File: src/rtl/layer_seq_pkg.sv
// Shared types and the fixed LeNet-style layer descriptor table for the layer sequencer.
package layer_seq_pkg;

    localparam int NUM_LAYERS_C = 5;

    typedef enum logic [2:0] {
        S_IDLE   = 3'd0,
        S_LOAD   = 3'd1,
        S_ISSUE  = 3'd2,
        S_WAIT   = 3'd3,
        S_GAP    = 3'd4,
        S_FINISH = 3'd5
    } seq_state_e;

    typedef enum logic [1:0] {
        IMG   = 2'd0,
        BUF_A = 2'd1,
        BUF_B = 2'd2
    } buf_sel_e;

    typedef struct packed {
        buf_sel_e    src_sel;
        buf_sel_e    dst_sel;
        logic [31:0] data_size;
        logic [31:0] weight_off;
        logic [31:0] weight_size;
    } layer_desc_t;

    localparam layer_desc_t LAYER_DESC [NUM_LAYERS_C] = '{
        '{IMG,   BUF_A, 32'd1764, 32'd0,   32'd40},
        '{BUF_A, BUF_B, 32'd6400, 32'd0,   32'd0},
        '{BUF_B, BUF_A, 32'd1600, 32'd40,  32'd148},
        '{BUF_A, BUF_B, 32'd1296, 32'd188, 32'd0},
        '{BUF_B, BUF_A, 32'd324,  32'd188, 32'd3250}
    };

    function automatic logic range_ok(input logic [2:0] first, input logic [2:0] last,
                                      input int unsigned num_layers);
        return (first <= last) && (32'(last) < num_layers);
    endfunction

endpackage

File: src/rtl/layer_sequencer_if.sv
// Launch/complete handshake and descriptor buses between the layer sequencer and the layer control unit.
interface layer_sequencer_if #(parameter int ADDR_W = 32);
    logic              cu_go;
    logic [2:0]        cu_layer_index;
    logic [ADDR_W-1:0] cu_data_address;
    logic [ADDR_W-1:0] cu_data_size;
    logic [ADDR_W-1:0] cu_weight_address;
    logic [ADDR_W-1:0] cu_weight_size;
    logic [ADDR_W-1:0] cu_result_address;
    logic              cu_done;

    modport master (
        output cu_go, cu_layer_index, cu_data_address, cu_data_size,
               cu_weight_address, cu_weight_size, cu_result_address,
        input  cu_done
    );

    modport slave (
        input  cu_go, cu_layer_index, cu_data_address, cu_data_size,
               cu_weight_address, cu_weight_size, cu_result_address,
        output cu_done
    );
endinterface

File: src/rtl/layer_sequencer_desc_rom.sv
// Combinational layer index -> descriptor lookup with source/destination base-address selection.
module layer_desc_rom
    import layer_seq_pkg::*;
#(
    parameter int ADDR_W = 32
) (
    input  logic [2:0]        layer_idx_i,
    input  logic [ADDR_W-1:0] image_base_i,
    input  logic [ADDR_W-1:0] weight_base_i,
    input  logic [ADDR_W-1:0] buf_a_base_i,
    input  logic [ADDR_W-1:0] buf_b_base_i,
    output logic [ADDR_W-1:0] data_addr_o,
    output logic [ADDR_W-1:0] data_size_o,
    output logic [ADDR_W-1:0] weight_addr_o,
    output logic [ADDR_W-1:0] weight_size_o,
    output logic [ADDR_W-1:0] result_addr_o
);

    layer_desc_t desc_s;

    function automatic logic [ADDR_W-1:0] sel_base(input buf_sel_e sel,
                                                   input logic [ADDR_W-1:0] img,
                                                   input logic [ADDR_W-1:0] a,
                                                   input logic [ADDR_W-1:0] b);
        logic [ADDR_W-1:0] r;
        case (sel)
            IMG:     r = img;
            BUF_A:   r = a;
            BUF_B:   r = b;
            default: r = '0;
        endcase
        return r;
    endfunction

    // Descriptor lookup; out-of-table indices yield an all-zero descriptor
    always_comb begin
        desc_s = '0;
        case (layer_idx_i)
            3'd0:    desc_s = LAYER_DESC[0];
            3'd1:    desc_s = LAYER_DESC[1];
            3'd2:    desc_s = LAYER_DESC[2];
            3'd3:    desc_s = LAYER_DESC[3];
            3'd4:    desc_s = LAYER_DESC[4];
            default: desc_s = '0;
        endcase
    end

    assign data_addr_o   = sel_base(desc_s.src_sel, image_base_i, buf_a_base_i, buf_b_base_i);
    assign result_addr_o = sel_base(desc_s.dst_sel, image_base_i, buf_a_base_i, buf_b_base_i);
    assign data_size_o   = ADDR_W'(desc_s.data_size);
    assign weight_size_o = ADDR_W'(desc_s.weight_size);
    assign weight_addr_o = weight_base_i + ADDR_W'(desc_s.weight_off);

endmodule

File: src/rtl/layer_sequencer.sv
// Network-level layer scheduler driving the layer control unit; optional run-cycle counter under LAYER_SEQ_PERF_EN.
module layer_sequencer
    import layer_seq_pkg::*;
#(
    parameter int ADDR_W     = 32,
    parameter int NUM_LAYERS = 5
) (
    input  logic              clk,
    input  logic              rstn,
    input  logic              start,
    input  logic              abort,
    input  logic [2:0]        first_layer,
    input  logic [2:0]        last_layer,
    input  logic [ADDR_W-1:0] image_base,
    input  logic [ADDR_W-1:0] weight_base,
    input  logic [ADDR_W-1:0] buf_a_base,
    input  logic [ADDR_W-1:0] buf_b_base,
    output logic              busy,
    output logic              run_done,
    output logic              run_aborted,
    output logic              cfg_error,
    output logic [2:0]        cur_layer,
    output logic [ADDR_W-1:0] result_base,
`ifdef LAYER_SEQ_PERF_EN
    output logic [31:0]       run_cycles,
`endif
    layer_sequencer_if.master cu
);

    seq_state_e        state_q, state_d;
    logic [2:0]        cur_layer_q, cur_layer_d, last_q, last_d, idx_q, idx_d;
    logic              abort_pend_q, abort_pend_d, busy_q, busy_d, go_q, go_d;
    logic              run_done_q, run_done_d, run_aborted_q, run_aborted_d;
    logic              cfg_error_q, cfg_error_d, accept_s, abort_now_s;
    logic [ADDR_W-1:0] result_base_q, result_base_d;
    logic [ADDR_W-1:0] daddr_q, daddr_d, dsize_q, dsize_d, waddr_q, waddr_d;
    logic [ADDR_W-1:0] wsize_q, wsize_d, raddr_q, raddr_d;
    logic [ADDR_W-1:0] rom_daddr_s, rom_dsize_s, rom_waddr_s, rom_wsize_s, rom_raddr_s;

    layer_desc_rom #(.ADDR_W(ADDR_W)) u_rom (
        .layer_idx_i   (cur_layer_q),
        .image_base_i  (image_base),
        .weight_base_i (weight_base),
        .buf_a_base_i  (buf_a_base),
        .buf_b_base_i  (buf_b_base),
        .data_addr_o   (rom_daddr_s),
        .data_size_o   (rom_dsize_s),
        .weight_addr_o (rom_waddr_s),
        .weight_size_o (rom_wsize_s),
        .result_addr_o (rom_raddr_s)
    );

    assign abort_now_s = abort | abort_pend_q;

    // Next-state and registered-output computation
    always_comb begin
        state_d       = state_q;
        cur_layer_d   = cur_layer_q;
        last_d        = last_q;
        idx_d         = idx_q;
        abort_pend_d  = abort_pend_q | ((state_q != S_IDLE) & abort);
        busy_d        = busy_q;
        go_d          = 1'b0;
        run_done_d    = 1'b0;
        run_aborted_d = 1'b0;
        cfg_error_d   = 1'b0;
        accept_s      = 1'b0;
        result_base_d = result_base_q;
        daddr_d       = daddr_q;
        dsize_d       = dsize_q;
        waddr_d       = waddr_q;
        wsize_d       = wsize_q;
        raddr_d       = raddr_q;
        case (state_q)
            S_IDLE: begin
                abort_pend_d = 1'b0;
                if (start) begin
                    if (range_ok(first_layer, last_layer, NUM_LAYERS)) begin
                        accept_s    = 1'b1;
                        cur_layer_d = first_layer;
                        last_d      = last_layer;
                        busy_d      = 1'b1;
                        state_d     = S_LOAD;
                    end else begin
                        cfg_error_d = 1'b1;
                    end
                end else begin
                    state_d = S_IDLE;
                end
            end
            S_LOAD: begin
                if (abort_now_s) begin
                    state_d       = S_FINISH;
                    busy_d        = 1'b0;
                    run_aborted_d = 1'b1;
                    result_base_d = raddr_q;
                end else begin
                    idx_d   = cur_layer_q;
                    daddr_d = rom_daddr_s;
                    dsize_d = rom_dsize_s;
                    waddr_d = rom_waddr_s;
                    wsize_d = rom_wsize_s;
                    raddr_d = rom_raddr_s;
                    go_d    = 1'b1;
                    state_d = S_ISSUE;
                end
            end
            S_ISSUE: state_d = S_WAIT;
            S_WAIT: begin
                if (cu.cu_done) begin
                    if (abort_now_s || (cur_layer_q == last_q)) begin
                        state_d       = S_FINISH;
                        busy_d        = 1'b0;
                        run_aborted_d = abort_now_s;
                        run_done_d    = ~abort_now_s;
                        result_base_d = raddr_q;
                    end else begin
                        cur_layer_d = cur_layer_q + 3'd1;
                        state_d     = S_GAP;
                    end
                end else begin
                    state_d = S_WAIT;
                end
            end
            S_GAP: begin
                if (abort_now_s) begin
                    state_d       = S_FINISH;
                    busy_d        = 1'b0;
                    run_aborted_d = 1'b1;
                    result_base_d = raddr_q;
                end else begin
                    state_d = S_LOAD;
                end
            end
            S_FINISH: begin
                abort_pend_d = 1'b0;
                state_d      = S_IDLE;
            end
            default: begin
                abort_pend_d = 1'b0;
                busy_d       = 1'b0;
                state_d      = S_IDLE;
            end
        endcase
    end

    // State and output registers with synchronous active-low reset
    always_ff @(posedge clk) begin
        if (!rstn) begin
            state_q       <= S_IDLE;
            cur_layer_q   <= 3'd0;
            last_q        <= 3'd0;
            idx_q         <= 3'd0;
            abort_pend_q  <= 1'b0;
            busy_q        <= 1'b0;
            go_q          <= 1'b0;
            run_done_q    <= 1'b0;
            run_aborted_q <= 1'b0;
            cfg_error_q   <= 1'b0;
            result_base_q <= '0;
            daddr_q       <= '0;
            dsize_q       <= '0;
            waddr_q       <= '0;
            wsize_q       <= '0;
            raddr_q       <= '0;
        end else begin
            state_q       <= state_d;
            cur_layer_q   <= cur_layer_d;
            last_q        <= last_d;
            idx_q         <= idx_d;
            abort_pend_q  <= abort_pend_d;
            busy_q        <= busy_d;
            go_q          <= go_d;
            run_done_q    <= run_done_d;
            run_aborted_q <= run_aborted_d;
            cfg_error_q   <= cfg_error_d;
            result_base_q <= result_base_d;
            daddr_q       <= daddr_d;
            dsize_q       <= dsize_d;
            waddr_q       <= waddr_d;
            wsize_q       <= wsize_d;
            raddr_q       <= raddr_d;
        end
    end

`ifdef LAYER_SEQ_PERF_EN
    logic [31:0] run_cycles_q;

    // Busy-cycle counter: cleared on accepted start, saturating, held between runs
    always_ff @(posedge clk) begin
        if (!rstn) begin
            run_cycles_q <= 32'd0;
        end else if (accept_s) begin
            run_cycles_q <= 32'd0;
        end else if (busy_q && (run_cycles_q != 32'hFFFF_FFFF)) begin
            run_cycles_q <= run_cycles_q + 32'd1;
        end else begin
            run_cycles_q <= run_cycles_q;
        end
    end

    assign run_cycles = run_cycles_q;
`endif

    assign busy                 = busy_q;
    assign run_done             = run_done_q;
    assign run_aborted          = run_aborted_q;
    assign cfg_error            = cfg_error_q;
    assign cur_layer            = cur_layer_q;
    assign result_base          = result_base_q;
    assign cu.cu_go             = go_q;
    assign cu.cu_layer_index    = idx_q;
    assign cu.cu_data_address   = daddr_q;
    assign cu.cu_data_size      = dsize_q;
    assign cu.cu_weight_address = waddr_q;
    assign cu.cu_weight_size    = wsize_q;
    assign cu.cu_result_address = raddr_q;

endmodule

File: src/flat_wrapper.sv
// flat-port wrapper written by rule: the top's interface ports become plain ports
module layer_sequencer_flat import layer_seq_pkg::*;
#(
    parameter int ADDR_W     = 32,
    parameter int NUM_LAYERS = 5
)
  (clk, rstn, start, abort, first_layer, last_layer, image_base, weight_base, buf_a_base, buf_b_base, busy, run_done, run_aborted, cfg_error, cur_layer, result_base, cu_cu_go, cu_cu_layer_index, cu_cu_data_address, cu_cu_data_size, cu_cu_weight_address, cu_cu_weight_size, cu_cu_result_address, cu_cu_done);
  layer_sequencer_if #(.ADDR_W(ADDR_W)) cu_i ();
  input  logic clk;
  input  logic rstn;
  input  logic start;
  input  logic abort;
  input  logic [2:0] first_layer;
  input  logic [2:0] last_layer;
  input  logic [ADDR_W-1:0] image_base;
  input  logic [ADDR_W-1:0] weight_base;
  input  logic [ADDR_W-1:0] buf_a_base;
  input  logic [ADDR_W-1:0] buf_b_base;
  output logic busy;
  output logic run_done;
  output logic run_aborted;
  output logic cfg_error;
  output logic [2:0] cur_layer;
  output logic [ADDR_W-1:0] result_base;
  output wire logic [$bits(cu_i.cu_go)-1:0] cu_cu_go;
  output wire logic [$bits(cu_i.cu_layer_index)-1:0] cu_cu_layer_index;
  output wire logic [$bits(cu_i.cu_data_address)-1:0] cu_cu_data_address;
  output wire logic [$bits(cu_i.cu_data_size)-1:0] cu_cu_data_size;
  output wire logic [$bits(cu_i.cu_weight_address)-1:0] cu_cu_weight_address;
  output wire logic [$bits(cu_i.cu_weight_size)-1:0] cu_cu_weight_size;
  output wire logic [$bits(cu_i.cu_result_address)-1:0] cu_cu_result_address;
  input wire logic [$bits(cu_i.cu_done)-1:0] cu_cu_done;
  assign cu_cu_go = cu_i.cu_go;
  assign cu_cu_layer_index = cu_i.cu_layer_index;
  assign cu_cu_data_address = cu_i.cu_data_address;
  assign cu_cu_data_size = cu_i.cu_data_size;
  assign cu_cu_weight_address = cu_i.cu_weight_address;
  assign cu_cu_weight_size = cu_i.cu_weight_size;
  assign cu_cu_result_address = cu_i.cu_result_address;
  assign cu_i.cu_done = cu_cu_done;
  layer_sequencer #(.ADDR_W(ADDR_W), .NUM_LAYERS(NUM_LAYERS)) u_core (.clk(clk), .rstn(rstn), .start(start), .abort(abort), .first_layer(first_layer), .last_layer(last_layer), .image_base(image_base), .weight_base(weight_base), .buf_a_base(buf_a_base), .buf_b_base(buf_b_base), .busy(busy), .run_done(run_done), .run_aborted(run_aborted), .cfg_error(cfg_error), .cur_layer(cur_layer), .result_base(result_base), .cu(cu_i));
endmodule
File: config.mk
export PLATFORM = sky130hd
export DESIGN_NAME = layer_sequencer_flat
export DESIGN_NICKNAME = d
export VERILOG_FILES = /design/src/rtl/layer_seq_pkg.sv /design/src/rtl/layer_sequencer_if.sv /design/src/rtl/layer_sequencer_desc_rom.sv /design/src/rtl/layer_sequencer.sv /design/src/flat_wrapper.sv
export SDC_FILE = /design/constraint.sdc
export NUM_CORES = 1
export LEC_CHECK = 0
export ABC_AREA = 1
export CAP_MARGIN = 25
export CORE_ASPECT_RATIO = 0.5
export CORE_UTILIZATION = 43
export DETAILED_ROUTE_END_ITERATION = 10
export GPL_TIMING_DRIVEN = 0
export PLACE_DENSITY = 0.84
export SLEW_MARGIN = 20
export SYNTH_ARGS = -nofsm -noshare
export SYNTH_HDL_FRONTEND = slang
export SYNTH_HIERARCHICAL = 1
export SYNTH_SLANG_ARGS = --single-unit
File: constraint.sdc
create_clock -name clk -period 2.22 [get_ports clk]
set_input_delay 0.555 -clock clk [delete_from_list [all_inputs] [get_ports clk]]
set_output_delay 0.555 -clock clk [all_outputs]
set_load 0.01 [all_outputs]
==> flow_summary.yaml <==
setup_path:
  slowest_stage: "dfxtp_4"
  cp_slowest_stage_delay_ns: 0.37
  worstPathMaxFanout: 5
  timing.critical_path.cells: "inv_4 > nand2_4 > o21ai_4 > ha_4 > fa_2 > nand2_2 > inv_2 > o21ai_2 > nand2_2 > inv_4 > o21ai_4 > nand3_2 > nand2_1 > nand2_1 > nor2_1 > nor2_1"
  cp.required_ns: 2.61
  worst_ep_arrival_time_ns: 2.62
  worstSetupPathType: "reg -> reg"
  crit_path_end_kind: "register"
  critPathLaunchType: "register"
placement:
  dp_hpwl_um: 28800
  place_area_um2: 14300
  place_ws_ns: -0.511
  place_congestion: 0.956
  io_buffers: 338
synthesis:
  syn_area_um2: 10400
  synth_warnings: 6
  ys_seq_area_share_pct: 40.6
  ys_types: 39
  syn_area_per_cell_um2: 6.94
  synth_seq_cells: 210
  postSynthCellCount: 1492
floorplan:
  start_util_pct: 44.6
  io_pins: 342
  die_h_um: 112
  core_um2: 23200
  num_rows: 39
  die_w_um: 222
  dieArea_um2: 24800
route:
  vias: 11629
  dr.first_iter.drc_count: 1156
  first_pass_iters: 6
  dr_wl_met3_um: 2740
  viasPerCell: 5.21
  drc: 0
  finalWirelength_um: 38700
  met2_length_um: 18000
  top_layer_used: "met4"
  wl_per_cell_um: 17.3
  wirelength_met1_um: 16700
  ant_nets: 0
final_layout:
  finish.net_count: 2061
  n_antenna_cell: 0
  nFillCells: 2024
  drive_gt1_share_pct: 10.9
  postLayoutCellArea_um2: 15400
  layout-area-overhead-vs-synth_pct: 48.3
cts:
  clk_pin_slew_worst_paths_ns: 0.06
  cts.path.max_buffers: 3
  cts-buffers-inserted: 20
  cts-htree-levels: 1
  holdBufCountCts: 0
  cts_tree: "done"
  insertion_delay_ns: 0.50
  cts_num_sinks: 210
  root_buffer: "clkbuf_16"
timing:
  whs_ns: 0.287
  skew_ns: 0.00783
  fin_crit_sh_pct: 100
  layout_setup_ws_ns: -0.00457
  slew_violations: 0
  finalSetupTns_ns: -0.00457
  finalSetupViolCount: 1
  post-route-min-period_ns: 2.22
  finalHoldViolCount: 0
  slew_headroom_pct: 51.1
  worst_pin_slew_ns: 0.734
  max_freq_ghz: 0.450
  rsz0062_at_grt: "yes"
pwr:
  leakage_uw: 0.00662
  power_density_nw_per_um2: 840
  max-vdd-ir-drop_mv: 0.406
global_routing:
  track_usage_pct: 29.8
  grt_pass1_vias: 10642
  overflow: 0
  antenna_found_initial: 0
  grt_pass1_wl_um: 58700
  grt_max_degree: 17
flow_run:
  maxCapViolCount: 0
run_status:
  outcome: "finished with violations"
  failed_checks: "negative setup slack"
worst_hold_path:
  hp-class: "in -> reg"
==> registers in the layout, indices dropped and copies added, names as in the netlist, 32 cells and up <==
| name | count |
|---|---|
| u_core/result_base | 32 |
| u_core/cu.cu_data_address | 32 |
| u_core/cu.cu_weight_address | 32 |
| u_core/cu.cu_data_size | 32 |
| u_core/cu.cu_weight_size | 32 |
| u_core/cu.cu_result_address | 32 |
==> through the flow <==
| stage | cells | total power [µW] | util, % |
|---|---|---|---|
| 2_1_floorplan | 1537 | 6970 | - |
| 3_3_place_gp | 2182 | 9040 | 61.6 |
| 3_5_place_dp | 2182 | 9100 | 61.6 |
| 4_1_cts | 2226 | 12700 | 64.9 |
| 5_1_grt | 2233 | 13500 | 66.1 |
| 6_report | 2233 | 12900 | 66.1 |
==> area by class of cell <==
class | instances | area [µm²] | area share, %
multi-input cells | 1098 | 5450 | 35.5
flip-flops and latches | 210 | 4220 | 27.4
repair buffers | 354 | 3510 | 22.8
plain buffers | 146 | 813 | 5.30
clock buffers | 28 | 602 | 3.92
well taps | 307 | 384 | 2.50
inverters | 83 | 320 | 2.09
clock inverters | 7 | 70.1 | 0.456
==> power breakdown <==
group	internal, µW	switching [µW]	leakage (µW)
registers	4250	309	0.00171
clock network	2020	1520	0.000332
logic	2000	2800	0.00458
==> cells by family (layout without fill, tap and decap cells) <==
| kind of cell | count (synthesis) | count (layout) | share of synthesized area, % |
|---|---|---|---|
| buf+inv | 229 | 618 | 10.7 |
| other cells | 1 | 46 | 0.0362 |
| compound gates | 284 | 284 | 15.4 |
| simple gates | 738 | 738 | 30.3 |
| flops | 210 | 210 | 40.6 |
| fa+ha+maj | 9 | 9 | 1.16 |
| xor+xnor | 21 | 21 | 1.78 |
==> critical path, delay by kind of cell (launching register included) <==
kind	cells	cell delay [ns]
simple gates	8	0.65
compound gates	3	0.50
fa+ha+maj	2	0.38
flops	1	0.37
buf+inv	3	0.21
==> cell usage in the layout, fill, tap and decap left out, types with 51 or more instances in the layout <==
master / count
nor2_1: 354
clkdlybuf4s50_1: 337
nand2_1: 219
dfxtp_1: 207
o21ai_0: 166
buf_4: 76
inv_1: 70
nand3_1: 59
clkbuf_1: 58
o211ai_1: 51
==> synthesized netlist by cell type <==
master,count,area [µm²]
clkinv_1,2,7.51
o21ai_2,1,8.76
nand2_4,5,56.3
nor2_2,5,31.3
nor2_1,358,1340
nand2_1,226,848
inv_2,6,22.5
buf_4,60,450
nor3_1,9,45.0
nor2_4,1,11.3
nand3_2,8,80.1
clkbuf_1,65,244
a22oi_1,7,52.6
nand3b_1,3,22.5
ha_1,8,100
o22ai_1,1,6.26
nand3_4,1,17.5
o21ai_0,167,836
conb_1,1,3.75
a31oi_1,1,6.26
a211oi_1,1,7.51
xnor2_1,10,87.6
inv_1,75,282
buf_2,17,85.1
nand2_2,6,37.5
o22ai_2,1,12.5
fa_1,1,20.0
nor4_1,4,25.0
buf_1,4,15.0
o21ai_1,10,50.1
a21oi_1,41,205
o211ai_1,51,383
a21boi_0,2,15.0
o21ai_4,1,16.3
nand3_1,62,310
dfxtp_1,210,4200
nand4_1,49,307
xor2_1,11,96.3
or2_1,1,6.26
==> repair_timing <==
action | in CTS | in global routing
setup endpoints to repair | 27 | 124
resized for setup | 10 | 65
pin swaps | 2 | 38
buffers inserted | 9 | 7
==> final timing paths <==
path              cells past startpoint                                           end                               start  slack, ns
setup / recovery                     16  u_core/cu.cu_weight_address[28]$_SDFFE_PN0P_    u_core/cur_layer[2]$_SDFFE_PN0P_     -0.005
hold / removal                        3   u_core/cu.cu_weight_address[0]$_SDFFE_PN0P_                      weight_base[0]       0.29
setup reg to reg                     16  u_core/cu.cu_weight_address[28]$_SDFFE_PN0P_    u_core/cur_layer[2]$_SDFFE_PN0P_     -0.005
hold reg to reg                       2            u_core/result_base[0]$_SDFFE_PN0P_  u_core/result_base[0]$_SDFFE_PN0P_       0.46
==> metal layers <==
layer | global-route usage, % | vias up
li1 | - | 5659
met1 | 39.6 | 5364
met2 | 49.7 | 521
met3 | 4.65 | 85
met4 | 9.44 | 0
met5 | 0 | -
(Power assumes the default switching activity.)
